**config.mk**
```make
export PLATFORM = sky130hd
export DESIGN_NAME = four_bit_adder_accumulator
export DESIGN_NICKNAME = d
export VERILOG_FILES = /design/src/rtl/four_bit_adder_accumulator_pkg.sv /design/src/rtl/four_bit_adder_accumulator_adder.sv /design/src/rtl/four_bit_adder_accumulator.sv
export SDC_FILE = /design/constraint.sdc
export NUM_CORES = 1
export LEC_CHECK = 0
export CAP_MARGIN = 15
export CORE_MARGIN = 3
export CORE_UTILIZATION = 41
export DETAILED_ROUTE_END_ITERATION = 6
export HOLD_SLACK_MARGIN = 0.06
export PLACE_DENSITY_LB_ADDON = 0.3
export SLEW_MARGIN = 25
export SYNTH_ARGS = -nofsm -noshare
export SYNTH_HDL_FRONTEND = slang
export SYNTH_SLANG_ARGS = --single-unit
```
**constraint.sdc**
```tcl
create_clock -name clk -period 1.8 [get_ports clk]
set_input_delay 0.18 -clock clk [delete_from_list [all_inputs] [get_ports clk]]
set_output_delay 0.18 -clock clk [all_outputs]
set_load 0.005 [all_outputs]
```
**src/rtl/four_bit_adder_accumulator_pkg.sv**
```systemverilog
// Shared constants for the 4-bit adder/accumulator: FSM encoding, datapath
// widths and the default batch length.
package four_bit_adder_accumulator_pkg;

    localparam int ACC_W         = 8;
    localparam int OP_W          = 4;
    localparam int BATCH_DEFAULT = 4;

    typedef enum logic [1:0] {
        ST_IDLE  = 2'd0,
        ST_ACCUM = 2'd1,
        ST_DONE  = 2'd2
    } state_t;

endpackage

```
**src/rtl/four_bit_adder_accumulator_adder.sv**
```systemverilog
// Combinational 8-bit + 4-bit adder; bit 8 of the sum is the carry out.
module adder_8x4_carry
    import four_bit_adder_accumulator_pkg::*;
(
    input  logic [ACC_W-1:0] i_acc,
    input  logic [OP_W-1:0]  i_addend,
    output logic [ACC_W:0]   o_sum
);

    assign o_sum = {1'b0, i_acc} + {{(ACC_W-OP_W+1){1'b0}}, i_addend};

endmodule

```
**src/rtl/four_bit_adder_accumulator.sv**
```systemverilog
// Batch accumulator: sums BATCH 4-bit operands into an 8-bit result with a
// sticky carry flag, then holds the result until the consumer takes it.
module four_bit_adder_accumulator
    import four_bit_adder_accumulator_pkg::*;
#(
    parameter int BATCH = BATCH_DEFAULT
) (
    input  logic             clk,
    input  logic             rst,
    input  logic [OP_W-1:0]  a,
    input  logic             in_valid,
    output logic             in_ready,
    input  logic             clear,
    output logic [ACC_W-1:0] result,
    output logic             out_valid,
    input  logic             out_ready,
    output logic             overflow,
    output logic [7:0]       op_count
);

    localparam logic [7:0] BATCH_C = 8'(BATCH);

    state_t             r_state;
    logic [ACC_W-1:0]   r_result;
    logic               r_overflow;
    logic [7:0]         r_op_count;

    state_t             w_state_nxt;
    logic [ACC_W-1:0]   w_result_nxt;
    logic               w_overflow_nxt;
    logic [7:0]         w_op_count_nxt;
    logic [7:0]         w_cnt_inc;
    logic [ACC_W:0]     w_sum;
    logic               w_accept;

    adder_8x4_carry u_adder (
        .i_acc    (r_result),
        .i_addend (a),
        .o_sum    (w_sum)
    );

    // Handshake outputs are pure state decodes, so a/in_valid never reach an output.
    assign in_ready  = (r_state == ST_IDLE) || (r_state == ST_ACCUM);
    assign out_valid = (r_state == ST_DONE);
    assign result    = r_result;
    assign overflow  = r_overflow;
    assign op_count  = r_op_count;

    assign w_accept  = in_valid && in_ready;
    assign w_cnt_inc = r_op_count + 8'd1;

    // Next-state and datapath update; clear outranks both accept and out_ready.
    always_comb begin
        w_state_nxt    = r_state;
        w_result_nxt   = r_result;
        w_overflow_nxt = r_overflow;
        w_op_count_nxt = r_op_count;
        if (clear) begin
            w_state_nxt    = ST_IDLE;
            w_result_nxt   = 8'h00;
            w_overflow_nxt = 1'b0;
            w_op_count_nxt = 8'h00;
        end else begin
            case (r_state)
                ST_IDLE, ST_ACCUM: begin
                    if (w_accept) begin
                        w_result_nxt   = w_sum[ACC_W-1:0];
                        w_overflow_nxt = r_overflow | w_sum[ACC_W];
                        w_op_count_nxt = w_cnt_inc;
                        if (w_cnt_inc == BATCH_C) begin
                            w_state_nxt = ST_DONE;
                        end else begin
                            w_state_nxt = ST_ACCUM;
                        end
                    end else begin
                        w_state_nxt = r_state;
                    end
                end
                ST_DONE: begin
                    if (out_ready) begin
                        w_state_nxt    = ST_IDLE;
                        w_result_nxt   = 8'h00;
                        w_overflow_nxt = 1'b0;
                        w_op_count_nxt = 8'h00;
                    end else begin
                        w_state_nxt = ST_DONE;
                    end
                end
                default: begin
                    w_state_nxt    = ST_IDLE;
                    w_result_nxt   = 8'h00;
                    w_overflow_nxt = 1'b0;
                    w_op_count_nxt = 8'h00;
                end
            endcase
        end
    end

    // State and datapath registers with asynchronous reset to an empty IDLE.
    always_ff @(posedge clk or posedge rst) begin
        if (rst) begin
            r_state    <= ST_IDLE;
            r_result   <= 8'h00;
            r_overflow <= 1'b0;
            r_op_count <= 8'h00;
        end else begin
            r_state    <= w_state_nxt;
            r_result   <= w_result_nxt;
            r_overflow <= w_overflow_nxt;
            r_op_count <= w_op_count_nxt;
        end
    end

endmodule

```
== Word-level counts from Yosys, hierarchy flattened ==
Cells that the tools add are included.
Widths: inputs -> output; s select.

* Logic and storage cells: 33
* Input port bits: 9
* Output and inout port bits: 19
* Register bits: 19

* Add/sub/neg operators: 2
* Equal/unequal tests: 5
* Reductions and logical operators: 5
* Muxes and demuxes: 16
* Bitwise gates (word level): 1

{| class="wikitable"
|+ Operators by type and width
! kind !! count
|-
| $mux 8 || 5
|-
| $pmux 8 s2 || 2
|-
| $add 8x4->9 || 1
|-
| $add 8x1->8 const B || 1
|-
| $eq 8x3->1 const B || 1
|-
| $mux 2 || 4
|-
| $pmux 2 s2 || 1
|-
| $mux 1 || 3
|-
| $ne 3x2->1 const B || 1
|-
| $ne 3x3->1 const B || 1
|-
| $eq 2x1->1 const B || 1
|-
| $eq 2x2->1 const B || 1
|-
| $logic_not 2->1 || 1
|-
| $pmux 1 s2 || 1
|-
| $reduce_and 2->1 || 1
|-
| $reduce_or 2->1 || 1
|-
| $logic_and 1x1->1 || 1
|-
| $logic_or 1x1->1 || 1
|-
| $or 1x1->1 || 1
|}

== Logic depth before layout (Yosys ltp) ==
* Depth in word-level cells: 6
* Mapped depth: 6
* Mapped depth without buffers: 6

== By module ==
A second synthesis with hierarchy kept.

* Cell total of the unflattened synthesis: 119
* Area total of the unflattened synthesis: 1179.9 um^2

{| class="wikitable"
|+ Modules (own cells, without submodules)
! module !! times used !! cells an instance !! seq. area each (um^2) !! area each (um^2)
|-
| four_bit_adder_accumulator || 1 || 86 || 475.5 || 923.4
|-
| adder_8x4_carry || 1 || 33 || 0.0 || 256.5
|}

== Least setup slack after synthesis ==
OpenSTA, ideal clock, no wires.

* Path kind: flip-flop to flip-flop
* Start: register r_result[0], in the netlist result[0]
* End: register r_overflow, in the netlist overflow
* Cell stages (with the launch flop): 7
* Slack: 141 ps
* Path buffers: 0
* Data required time: 1680 ps
* Data arrival time: 1539 ps
* Setup time: 120 ps
* Clock period less this slack: 1659 ps
* Path through: dfrtp_1 ha_1 fa_1 a21o_1 a21o_1 a31oi_1 nor2_1

* Longest elaborated chain between the ends: 5

{| class="wikitable"
|+ RTL lines
! what !! RTL line !! RTL
|-
| start: declaration || four_bit_adder_accumulator.sv:24 || <nowiki>logic [ACC_W-1:0] r_result;</nowiki>
|-
| start signal: assignment || four_bit_adder_accumulator.sv:108 || <nowiki>r_result <= w_result_nxt;</nowiki>
|-
| $add 8x4->9 || four_bit_adder_accumulator_adder.sv:10 || <nowiki>assign o_sum = {1'b0, i_acc} + {{(ACC_W-OP_W+1){1'b0}}, i_addend};</nowiki>
|-
| $or 1x1->1 || four_bit_adder_accumulator.sv:68 || <nowiki>w_overflow_nxt = r_overflow | w_sum[ACC_W];</nowiki>
|-
| $mux 1 || four_bit_adder_accumulator.sv:66 || <nowiki>if (w_accept) begin</nowiki>
|-
| $pmux 1 s2 || four_bit_adder_accumulator.sv:64 || <nowiki>case (r_state)</nowiki>
|-
| $mux 1 || four_bit_adder_accumulator.sv:58 || <nowiki>if (clear) begin</nowiki>
|-
| end signal: assignment || four_bit_adder_accumulator.sv:109 || <nowiki>r_overflow <= w_overflow_nxt;</nowiki>
|-
| end: declaration || four_bit_adder_accumulator.sv:25 || <nowiki>logic r_overflow;</nowiki>
|}

No other way between the ends. The select of a mux whose other input is x is not followed.
A chain may end at the register's enable or synchronous reset.

== Worst setup path after layout ==
* Start: register r_result[2], in the netlist result[2]
* End: register r_result[7], in the netlist result[7]

* Longest elaborated chain between the ends: 4

{| class="wikitable"
|+ RTL lines
! what !! RTL line
|-
| $add 8x4->9 || four_bit_adder_accumulator_adder.sv:10
|-
| $mux 8 || four_bit_adder_accumulator.sv:66
|-
| $pmux 8 s2 || four_bit_adder_accumulator.sv:64
|-
| $mux 8 || four_bit_adder_accumulator.sv:58
|}

No other way between the ends. The select of a mux whose other input is x is not followed.

==> flow_summary.toml <==
[clocking]
insertion_delay_ps = 310
clk_pin_slew_worst_paths_ps = 120
cts_root_buf = "clkbuf_4"
cts_tree = "done"
cts_made_buffers = 3
clockBufferDepth = 2
htree_num_levels = 1
cts_setup_buffers = 0
clock_sinks = 19

[critical_path]
crit_type = "reg2reg"
crit_fanout = 4
crit_start = "result[2]"
rr_startpoint = "result[2]"
crit_path_start_kind = "flip-flop"
cp-end-kind = "flip-flop"
worst_ep_required_time_ps = 2040
arrival_ps = 1940

[synthesis]
yosysWarnings = 0
ys_seq_elements = 19
syn_area_mm2 = 0.001111
synth.most_common_cell = "dfrtp_1"
synth.distinct_cells = 33
ys_top_cells_by_count = "19 x dfrtp_1, 12 x nand2_1, 10 x o21ai_0"
synth_area_leaders = "dfrtp_1 43%, ha_1 6.8%, o21ai_0 4.5%"
syn_avg_cell_area_um2 = 9.416
ys.flop_type = "dfrtp_1"
synth_top_area_share_pct = 42.79
seq_area_frac_synth_pct = 42.79
syn_inst = 118
postSynth.asyncResetShare_pct = 100.0
synth.largest_area_cell = "dfrtp_1"
synth_edf_count = 0
syn-num-nets = 134

[finish]
final_net_count = 173
instances_no_fill = 186
diodes = 0
drive_gt1_share_pct = 12.18
nFillCells = 224
area_growth_pct = 36.37
final_core_util_pct = 60.07

[drt]
num_vias = 1017
viasPerCell = 5.468
wl_per_cell_um = 13.67
detail-route-antenna-nets = 0
met1Wirelength_mm = 1.113
routed_wl_mm = 2.542
drtIter0Drc = 19
dr.max_layer_used = "met4"
wl_met3_um = 93
first_pass_iters = 4
route.met2.wl_mm = 1.322
drc = 0

[global_route]
antenna_found_initial = 0
grt_max_degree = 20
grt_pass1_vias = 1010
grt.total_usage_pct = 16.52
grt_pass1_wl_mm = 4.381
globalRouteOverflowTotal = 0

[sta]
fin_crit_sh_pct = 94.35
period_minus_slack_ps = 1698
setup_slack_ps = 101.6
fmax_ghz = 0.5888
timing.slew.headroom_pct = 76.77
finalSetupViolCount = 0
drv_slew = 0
finalClockSkew_ps = 8.608
final_hold_viol_count = 0
worst_pin_slew_ps = 348.4

[place]
place.gp.congestion = 0.7769
dp_hpwl_mm = 1.878
pre_cts_slack_ps = -153.6
placedCellCount = 182
numPortBuffers = 27

[floorplanning]
rows = 18
fp.dieArea_mm2 = 0.003370
io_pins = 28
die_x_um = 58.06
initial_core_util_pct = 44.05
core_area_mm2 = 0.002522
die_y_um = 58.06

[job]
maxCapViolCount = 0

[run_status]
status = "finished clean"

[power_and_ir_drop]
p_per_area_mw_per_mm2 = 623.2
vdd_ir_drop_max_uv = 507.8
p_leak_nw = 0.7007

[min_path]
hold_path_class = "in2async"
## placed cells by master (no fill, tap or decap), types with 4 or more instances in the layout
cell,netlist,layout
ha_1,6,6
inv_1,5,5
o21ai_0,10,10
nand2_1,12,12
a21o_1,4,4
clkdlybuf4s50_1,0,27
a21oi_1,9,8
xor2_1,5,5
buf_4,0,11
nor2_1,7,7
dfrtp_1,19,19
nand3_1,4,4
## kinds of logic (layout without fill, tap and decap cells)
family,Yosys count,in the layout,synth area share (%)
buffers and inverters,9,47,4.391
DFF,19,19,42.79
AOI/OAI and AO/OA,40,40,22.52
and+or+nand+nor,37,37,17.01
adders and majority gates,7,7,8.558
xor gates and xnor gates,6,6,4.730
## metrics by stage
step	hold WS, ps	cell area [um^2]	TNS, ps	total power, mW
3_3_place_gp	495.4	1471	-335.7	0.7095
5_1_grt	189.6	1515	-6.769	1.001
6_report	169.7	1515	0	0.9443
4_1_cts	161.6	1501	0	0.9530
3_5_place_dp	502.7	1471	-543.4	0.7171
2_1_floorplan	131.1	1111	0	0.5964
## layer usage
metal | global-route usage (%) | vias up
met5 | 0 | -
met4 | 3.974 | 0
met3 | 4.454 | 2
met2 | 28.39 | 23
met1 | 20.53 | 486
li1 | - | 506
## critical path, cell delays in order (launching register included)
cell	delay, ps
dfrtp_1	430
ha_1	330
o21a_1	130
a21oi_1	120
or4_1	480
a21oi_1	150
## cell type report
type	instances	area, um^2	share of cell area (%)
clock buffers	3	22.52	1.486
clock inverters	1	7.507	0.4955
inverters	5	18.77	1.239
multi-input cells	90	600.6	39.64
flip-flops and latches	19	475.5	31.38
well taps	30	37.54	2.477
repair buffers	38	352.8	23.29
## flip-flops by register name (all words and copies together) (netlist names)
register	flops
result	8
r_state	2
op_count	8
overflow	1
## worst paths after layout
kind	to	slack (ps)	cells past startpoint
max in group asynchronous	op_count[3]	1420	3
min in group clk	overflow	530	2
max reg2reg	result[7]	100	5
min reg2reg	overflow	530	2
max	result[7]	100	5
min	r_state[0]	170	3
## timing repair
item,in CTS,in global routing
gates resized for setup,0,3
hold endpoints to repair,0,0
hold buffers,0,0
endpoints found under the setup margin,0,3
## report_power, final
| group | internal, mW | total (mW) | switching (mW) |
|---|---|---|---|
| Sequential | 0.447 | 0.472 | 0.0243 |
| Combinational | 0.132 | 0.241 | 0.109 |
| Clock | 0.0848 | 0.231 | 0.146 |
| Total | 0.665 | 0.944 | 0.280 |
(Power assumes the default switching activity.)
